===== src/rtl/serial_subtractor.sv =====
// Bit-serial WIDTH-bit subtractor: Diff = A - B - Bin, one bit per clock, LSB first.
// A single full-subtractor cell is reused across WIDTH cycles behind a start/done handshake.
module serial_subtractor #(
    parameter int WIDTH = 4
) (
    input  logic             clk,
    input  logic             rst_n,
    input  logic             start,
    input  logic [WIDTH-1:0] A,
    input  logic [WIDTH-1:0] B,
    input  logic             Bin,
    output logic             busy,
    output logic             done,
    output logic [WIDTH-1:0] Diff,
    output logic             Bout
);
    localparam int CW = $clog2(WIDTH);
    localparam logic [CW-1:0] LAST_BIT = CW'(WIDTH - 1);

    typedef enum logic [1:0] {
        IDLE  = 2'd0,
        SHIFT = 2'd1,
        DONE  = 2'd2
    } state_t;

    state_t           state_q, state_d;
    logic [WIDTH-1:0] a_sh_q, a_sh_d;
    logic [WIDTH-1:0] b_sh_q, b_sh_d;
    logic             bor_q, bor_d;
    logic [CW-1:0]    cnt_q, cnt_d;
    logic [WIDTH-1:0] work_q, work_d;
    logic [WIDTH-1:0] diff_q, diff_d;
    logic             bout_q, bout_d;

    logic a_bit, b_bit, d_bit, bor_next;

    // Full-subtractor cell on the current LSBs and the running borrow.
    assign a_bit    = a_sh_q[0];
    assign b_bit    = b_sh_q[0];
    assign d_bit    = a_bit ^ b_bit ^ bor_q;
    assign bor_next = (~a_bit & b_bit) | (~(a_bit ^ b_bit) & bor_q);

    always_ff @(posedge clk or negedge rst_n) begin
        if (!rst_n) begin
            state_q <= IDLE;
            a_sh_q  <= '0;
            b_sh_q  <= '0;
            bor_q   <= 1'b0;
            cnt_q   <= '0;
            work_q  <= '0;
            diff_q  <= '0;
            bout_q  <= 1'b0;
        end else begin
            state_q <= state_d;
            a_sh_q  <= a_sh_d;
            b_sh_q  <= b_sh_d;
            bor_q   <= bor_d;
            cnt_q   <= cnt_d;
            work_q  <= work_d;
            diff_q  <= diff_d;
            bout_q  <= bout_d;
        end
    end

    always_comb begin
        state_d = state_q;
        a_sh_d  = a_sh_q;
        b_sh_d  = b_sh_q;
        bor_d   = bor_q;
        cnt_d   = cnt_q;
        work_d  = work_q;
        diff_d  = diff_q;
        bout_d  = bout_q;

        unique case (state_q)
            IDLE, DONE: begin
                // The edge leaving DONE may accept a new request so back-to-back
                // operations complete every WIDTH+1 cycles.
                if (start) begin
                    a_sh_d  = A;
                    b_sh_d  = B;
                    bor_d   = Bin;
                    cnt_d   = '0;
                    work_d  = '0;
                    state_d = SHIFT;
                end else begin
                    state_d = IDLE;
                end
            end
            SHIFT: begin
                work_d = {d_bit, work_q[WIDTH-1:1]};
                a_sh_d = a_sh_q >> 1;
                b_sh_d = b_sh_q >> 1;
                bor_d  = bor_next;
                cnt_d  = cnt_q + 1'b1;
                if (cnt_q == LAST_BIT) begin
                    diff_d  = {d_bit, work_q[WIDTH-1:1]};
                    bout_d  = bor_next;
                    state_d = DONE;
                end
            end
            default: state_d = IDLE;
        endcase
    end

    assign busy = (state_q != IDLE);
    assign done = (state_q == DONE);
    assign Diff = diff_q;
    assign Bout = bout_q;
endmodule

===== config.mk =====
export PLATFORM = sky130hd
export DESIGN_NAME = serial_subtractor
export DESIGN_NICKNAME = d
export VERILOG_FILES = /design/src/rtl/serial_subtractor.sv
export SDC_FILE = /design/constraint.sdc
export NUM_CORES = 1
export LEC_CHECK = 0
export ABC_AREA = 1
export BUFFER_PORTS_ARGS = -buffer_cell sky130_fd_sc_hd__buf_4
export CORE_MARGIN = 5
export CORE_UTILIZATION = 55
export DETAILED_ROUTE_END_ITERATION = 8
export PLACE_DENSITY = 0.87
export SETUP_SLACK_MARGIN = 0.1
export SLEW_MARGIN = 20
export SYNTH_ARGS = -nofsm -noshare
export SYNTH_HDL_FRONTEND = slang
export SYNTH_SLANG_ARGS = --single-unit

===== constraint.sdc =====
create_clock -name clk -period 2.2 [get_ports clk]
set_input_delay 0.66 -clock clk [delete_from_list [all_inputs] [get_ports clk]]
set_output_delay 0.66 -clock clk [all_outputs]
set_load 0.02 [all_outputs]

==> metrics.txt <==
# TYPE chip_impl_metric gauge
chip_impl_metric{name="fp.dieArea",unit="mm^2"} 0.002750
chip_impl_metric{name="final_max_slew_viol_count",unit=""} 0
chip_impl_metric{name="report.power.total",unit="mW"} 1.764
chip_impl_metric{name="first_pass_grt_wire_length",unit="um"} 3422
chip_impl_metric{name="preCtsSetupSlack",unit="ns"} 0.6917
chip_impl_metric{name="final_period_minus_worst_setup_slack",unit="ns"} 1.868
chip_impl_metric{name="ys.warnings.count",unit=""} 0
chip_impl_metric{name="postCtsResizedCells",unit=""} 0
chip_impl_metric{name="timing.final.hold_violations",unit=""} 0
chip_impl_metric{name="routed_wirelength",unit="um"} 1932
chip_impl_metric{name="setup_viol",unit=""} 0
chip_impl_metric{name="ir_drop",unit="V"} 0.0008678
chip_impl_metric{name="maxCapViolations",unit=""} 0
chip_impl_metric{name="antenna_left",unit=""} 0
chip_impl_metric{name="ff2ff_setup_slack",unit="ns"} 0.94
chip_impl_metric{name="hold_fix_buffers_at_cts",unit=""} 0
chip_impl_info{name="tritoncts",value="yes"} 1
chip_impl_metric{name="clk_pin_slew_worst_paths",unit="ns"} 0.12
chip_impl_metric{name="numClockSinks",unit=""} 21
chip_impl_metric{name="total_placed_instance_area",unit="mm^2"} 0.001139
chip_impl_metric{name="final.setup.tns",unit="ns"} 0
chip_impl_metric{name="cts_setup_buffers",unit=""} 0
chip_impl_metric{name="die_x",unit="um"} 52.45
chip_impl_metric{name="yosysUniqueCellTypes",unit=""} 17
chip_impl_info{name="synthTopCellsByArea",value="sky130_fd_sc_hd__dfrtp_1, sky130_fd_sc_hd__nand2_1, sky130_fd_sc_hd__inv_1"} 1
chip_impl_metric{name="drc_errors",unit=""} 0
chip_impl_info{name="crit_path_cell_trace",value="inv_4 > nand2_1 > buf_4"} 1
chip_impl_info{name="outcome",value="completed"} 1
chip_impl_metric{name="postLayoutSetupSlackWorst",unit="ns"} 0.3317
chip_impl_metric{name="design.portCount",unit=""} 19
chip_impl_metric{name="max_clock_freq",unit="GHz"} 0.5353
chip_impl_metric{name="final_cell_area",unit="mm^2"} 0.001166
chip_impl_metric{name="track_usage",unit="%"} 17.25
chip_impl_info{name="clockRootBuffer",value="sky130_fd_sc_hd__clkbuf_4"} 1
chip_impl_metric{name="antennaDiodeCount",unit=""} 0
chip_impl_metric{name="clkLatencyLatePin",unit="ns"} 0.31
chip_impl_metric{name="layout-area-overhead-vs-synth",unit="%"} 17.68
chip_impl_metric{name="crit_path_max_incr_delay",unit="ns"} 0.59
chip_impl_metric{name="placement_rows",unit=""} 15
chip_impl_metric{name="drive_above_1_share",unit="%"} 22.46
chip_impl_info{name="cp-start-kind",value="flop"} 1
chip_impl_metric{name="synth_top_area_share",unit="%"} 53.03
chip_impl_info{name="critical_path.endpoint_type",value="output pin"} 1
chip_impl_info{name="synth_top_cell_by_area",value="sky130_fd_sc_hd__dfrtp_1"} 1
chip_impl_metric{name="final_util",unit="%"} 67.54
chip_impl_metric{name="required",unit="ns"} 1.54
chip_impl_metric{name="worst-endpoint-arrival",unit="ns"} 1.21
chip_impl_metric{name="post_dp_hpwl",unit="um"} 1394
chip_impl_metric{name="core_region_area",unit="mm^2"} 0.001727
chip_impl_metric{name="synth_sequential_area_ratio",unit="%"} 53.03
chip_impl_metric{name="syn_nets",unit=""} 132
chip_impl_metric{name="worst_pin_slew",unit="ns"} 0.3697
chip_impl_metric{name="place.port_buffers",unit=""} 18
chip_impl_metric{name="post_synth.cell_area_avg",unit="um^2"} 8.398
chip_impl_metric{name="globalplace.congestion",unit=""} 0.9183
chip_impl_metric{name="final.period_utilization",unit="%"} 84.92
chip_impl_metric{name="timing.critical_path.fanout_max",unit=""} 9
chip_impl_metric{name="syn_inst",unit=""} 118
chip_impl_metric{name="detail_route.iter0.violations",unit=""} 10
chip_impl_metric{name="clock-skew-final",unit="ns"} 0.007319
chip_impl_metric{name="fp.dieH",unit="um"} 52.45
chip_impl_metric{name="power_density",unit="mW/mm^2"} 1512
chip_impl_metric{name="clockBufferDepth",unit=""} 2
chip_impl_info{name="grt_setup_unrepaired",value="no"} 1
chip_impl_metric{name="initial_utilization",unit="%"} 57.39
chip_impl_info{name="timing.setup.critical_path_class",value="flop to output pin"} 1
chip_impl_metric{name="grt_start_max_net_pins",unit=""} 22
chip_impl_metric{name="route.vias.total",unit=""} 799
chip_impl_metric{name="drt_pass1_iterations",unit=""} 4
chip_impl_metric{name="grt_remaining_overflow",unit=""} 0
chip_impl_metric{name="p_leak",unit="nW"} 0.6650
chip_impl_metric{name="antenna_violations_before_repair",unit=""} 0
chip_impl_metric{name="first_global_vias",unit=""} 819
chip_impl_info{name="worst_min_path_class",value="primary input to async pin"} 1
chip_impl_metric{name="wire_per_inst",unit="um"} 11.85
chip_impl_metric{name="worst_slew_margin_rel",unit="%"} 75.35
chip_impl_metric{name="finalNetCount",unit=""} 153
chip_impl_metric{name="vias_per_cell",unit=""} 4.902
chip_impl_info{name="critical-path-slowest-cell",value="sky130_fd_sc_hd__dfrtp_1"} 1
chip_impl_metric{name="cts_made_buffers",unit=""} 3
chip_impl_metric{name="syn-cell-area",unit="um^2"} 991.0
chip_impl_metric{name="cts.htree.levels",unit=""} 1
chip_impl_metric{name="synth-seq-cells",unit=""} 21
==> power breakdown <==
part | internal [mW] | switching [mW]
clock network | 0.0680 | 0.123
registers | 0.569 | 0.125
logic | 0.329 | 0.550
total | 0.966 | 0.798
==> worst max-delay path: cells and delay by family (launching register included) <==
kind | cells | cell delay [ns]
DFF | 1 | 0.59
buffers and inverters | 2 | 0.23
and+or+nand+nor | 1 | 0.09
==> cell usage in the layout (no fill, tap or decap) <==
cell type,n
sky130_fd_sc_hd__nand2_4,3
sky130_fd_sc_hd__nand2_1,38
sky130_fd_sc_hd__fa_1,1
sky130_fd_sc_hd__dfrtp_1,21
sky130_fd_sc_hd__clkinv_2,1
sky130_fd_sc_hd__nor2_1,2
sky130_fd_sc_hd__o21ai_1,9
sky130_fd_sc_hd__inv_1,20
sky130_fd_sc_hd__ha_1,1
sky130_fd_sc_hd__inv_4,1
sky130_fd_sc_hd__inv_2,3
sky130_fd_sc_hd__clkbuf_4,3
sky130_fd_sc_hd__nor2_4,1
sky130_fd_sc_hd__a21oi_1,1
sky130_fd_sc_hd__nand3_1,13
sky130_fd_sc_hd__buf_4,18
sky130_fd_sc_hd__o21ai_0,1
sky130_fd_sc_hd__nand2_2,1
==> logic make-up (layout without fill, tap and decap cells) <==
kind of cell             Yosys count  in the layout  synth area share, %
flip-flops                        21             21                53.03
AO/OA/AOI/OAI                     11             11                5.554
AND/OR/NAND/NOR                   58             58                26.89
adder cells (fa/ha/maj)            2              2                3.283
buffers and inverters             26             46                11.24
==> cell usage after synthesis <==
master	instances
sky130_fd_sc_hd__nor2_1	2
sky130_fd_sc_hd__inv_2	3
sky130_fd_sc_hd__dfrtp_1	21
sky130_fd_sc_hd__inv_1	20
sky130_fd_sc_hd__nor2_4	1
sky130_fd_sc_hd__buf_6	1
sky130_fd_sc_hd__inv_4	1
sky130_fd_sc_hd__nand2_4	3
sky130_fd_sc_hd__o21ai_0	1
sky130_fd_sc_hd__nand2_2	1
sky130_fd_sc_hd__buf_4	1
sky130_fd_sc_hd__nand2_1	38
sky130_fd_sc_hd__a21oi_1	1
sky130_fd_sc_hd__nand3_1	13
sky130_fd_sc_hd__o21ai_1	9
sky130_fd_sc_hd__fa_1	1
sky130_fd_sc_hd__ha_1	1
==> metal layers <==
metal | track usage [%] | vias up | wire, um
met1 | 21.25 | 370 | 846
met5 | 0 | - | 0
met4 | 8.511 | 0 | 43
met3 | 2.849 | 5 | 140
li1 | - | 395 | -
met2 | 28.93 | 29 | 901
==> flip-flops by register name (all words and copies together) (netlist names) <==
name and flops:
bor_q 1, cnt_q 2, state_q 2, work_q 3
a_sh_q 4, Bout 1, Diff 4, b_sh_q 4
==> metrics by stage <==
step	std cells	hold slack [ns]
2_1_floorplan	118	0.3644
3_3_place_gp	159	0.4595
3_5_place_dp	159	0.4658
4_1_cts	163	0.2148
5_1_grt	163	0.2260
6_report	163	0.2026
==> final cells by class <==
class / count / area, um^2
Inverter: 24 / 92.59
Clock buffer: 3 / 22.52
Multi-Input combinational cell: 71 / 354.1
Tap cell: 25 / 31.28
Clock inverter: 1 / 5.005
Fill cell: 153 / 560.5
Timing Repair Buffer: 18 / 135.1
Sequential cell: 21 / 525.5
==> final timing paths <==
kind / start / end / depth (start not counted)
worst max-delay path: state_q[0] / busy / 3
worst min register to register: cnt_q[0] / cnt_q[0] / 1
min in group clk: cnt_q[0] / cnt_q[0] / 1
worst min-delay path: rst_n / Diff[2] / 1
worst max register to register: state_q[0] / b_sh_q[2] / 6
max in group asynchronous: rst_n / Diff[0] / 1
No activity file was read; power rests on OpenSTA's default activity.
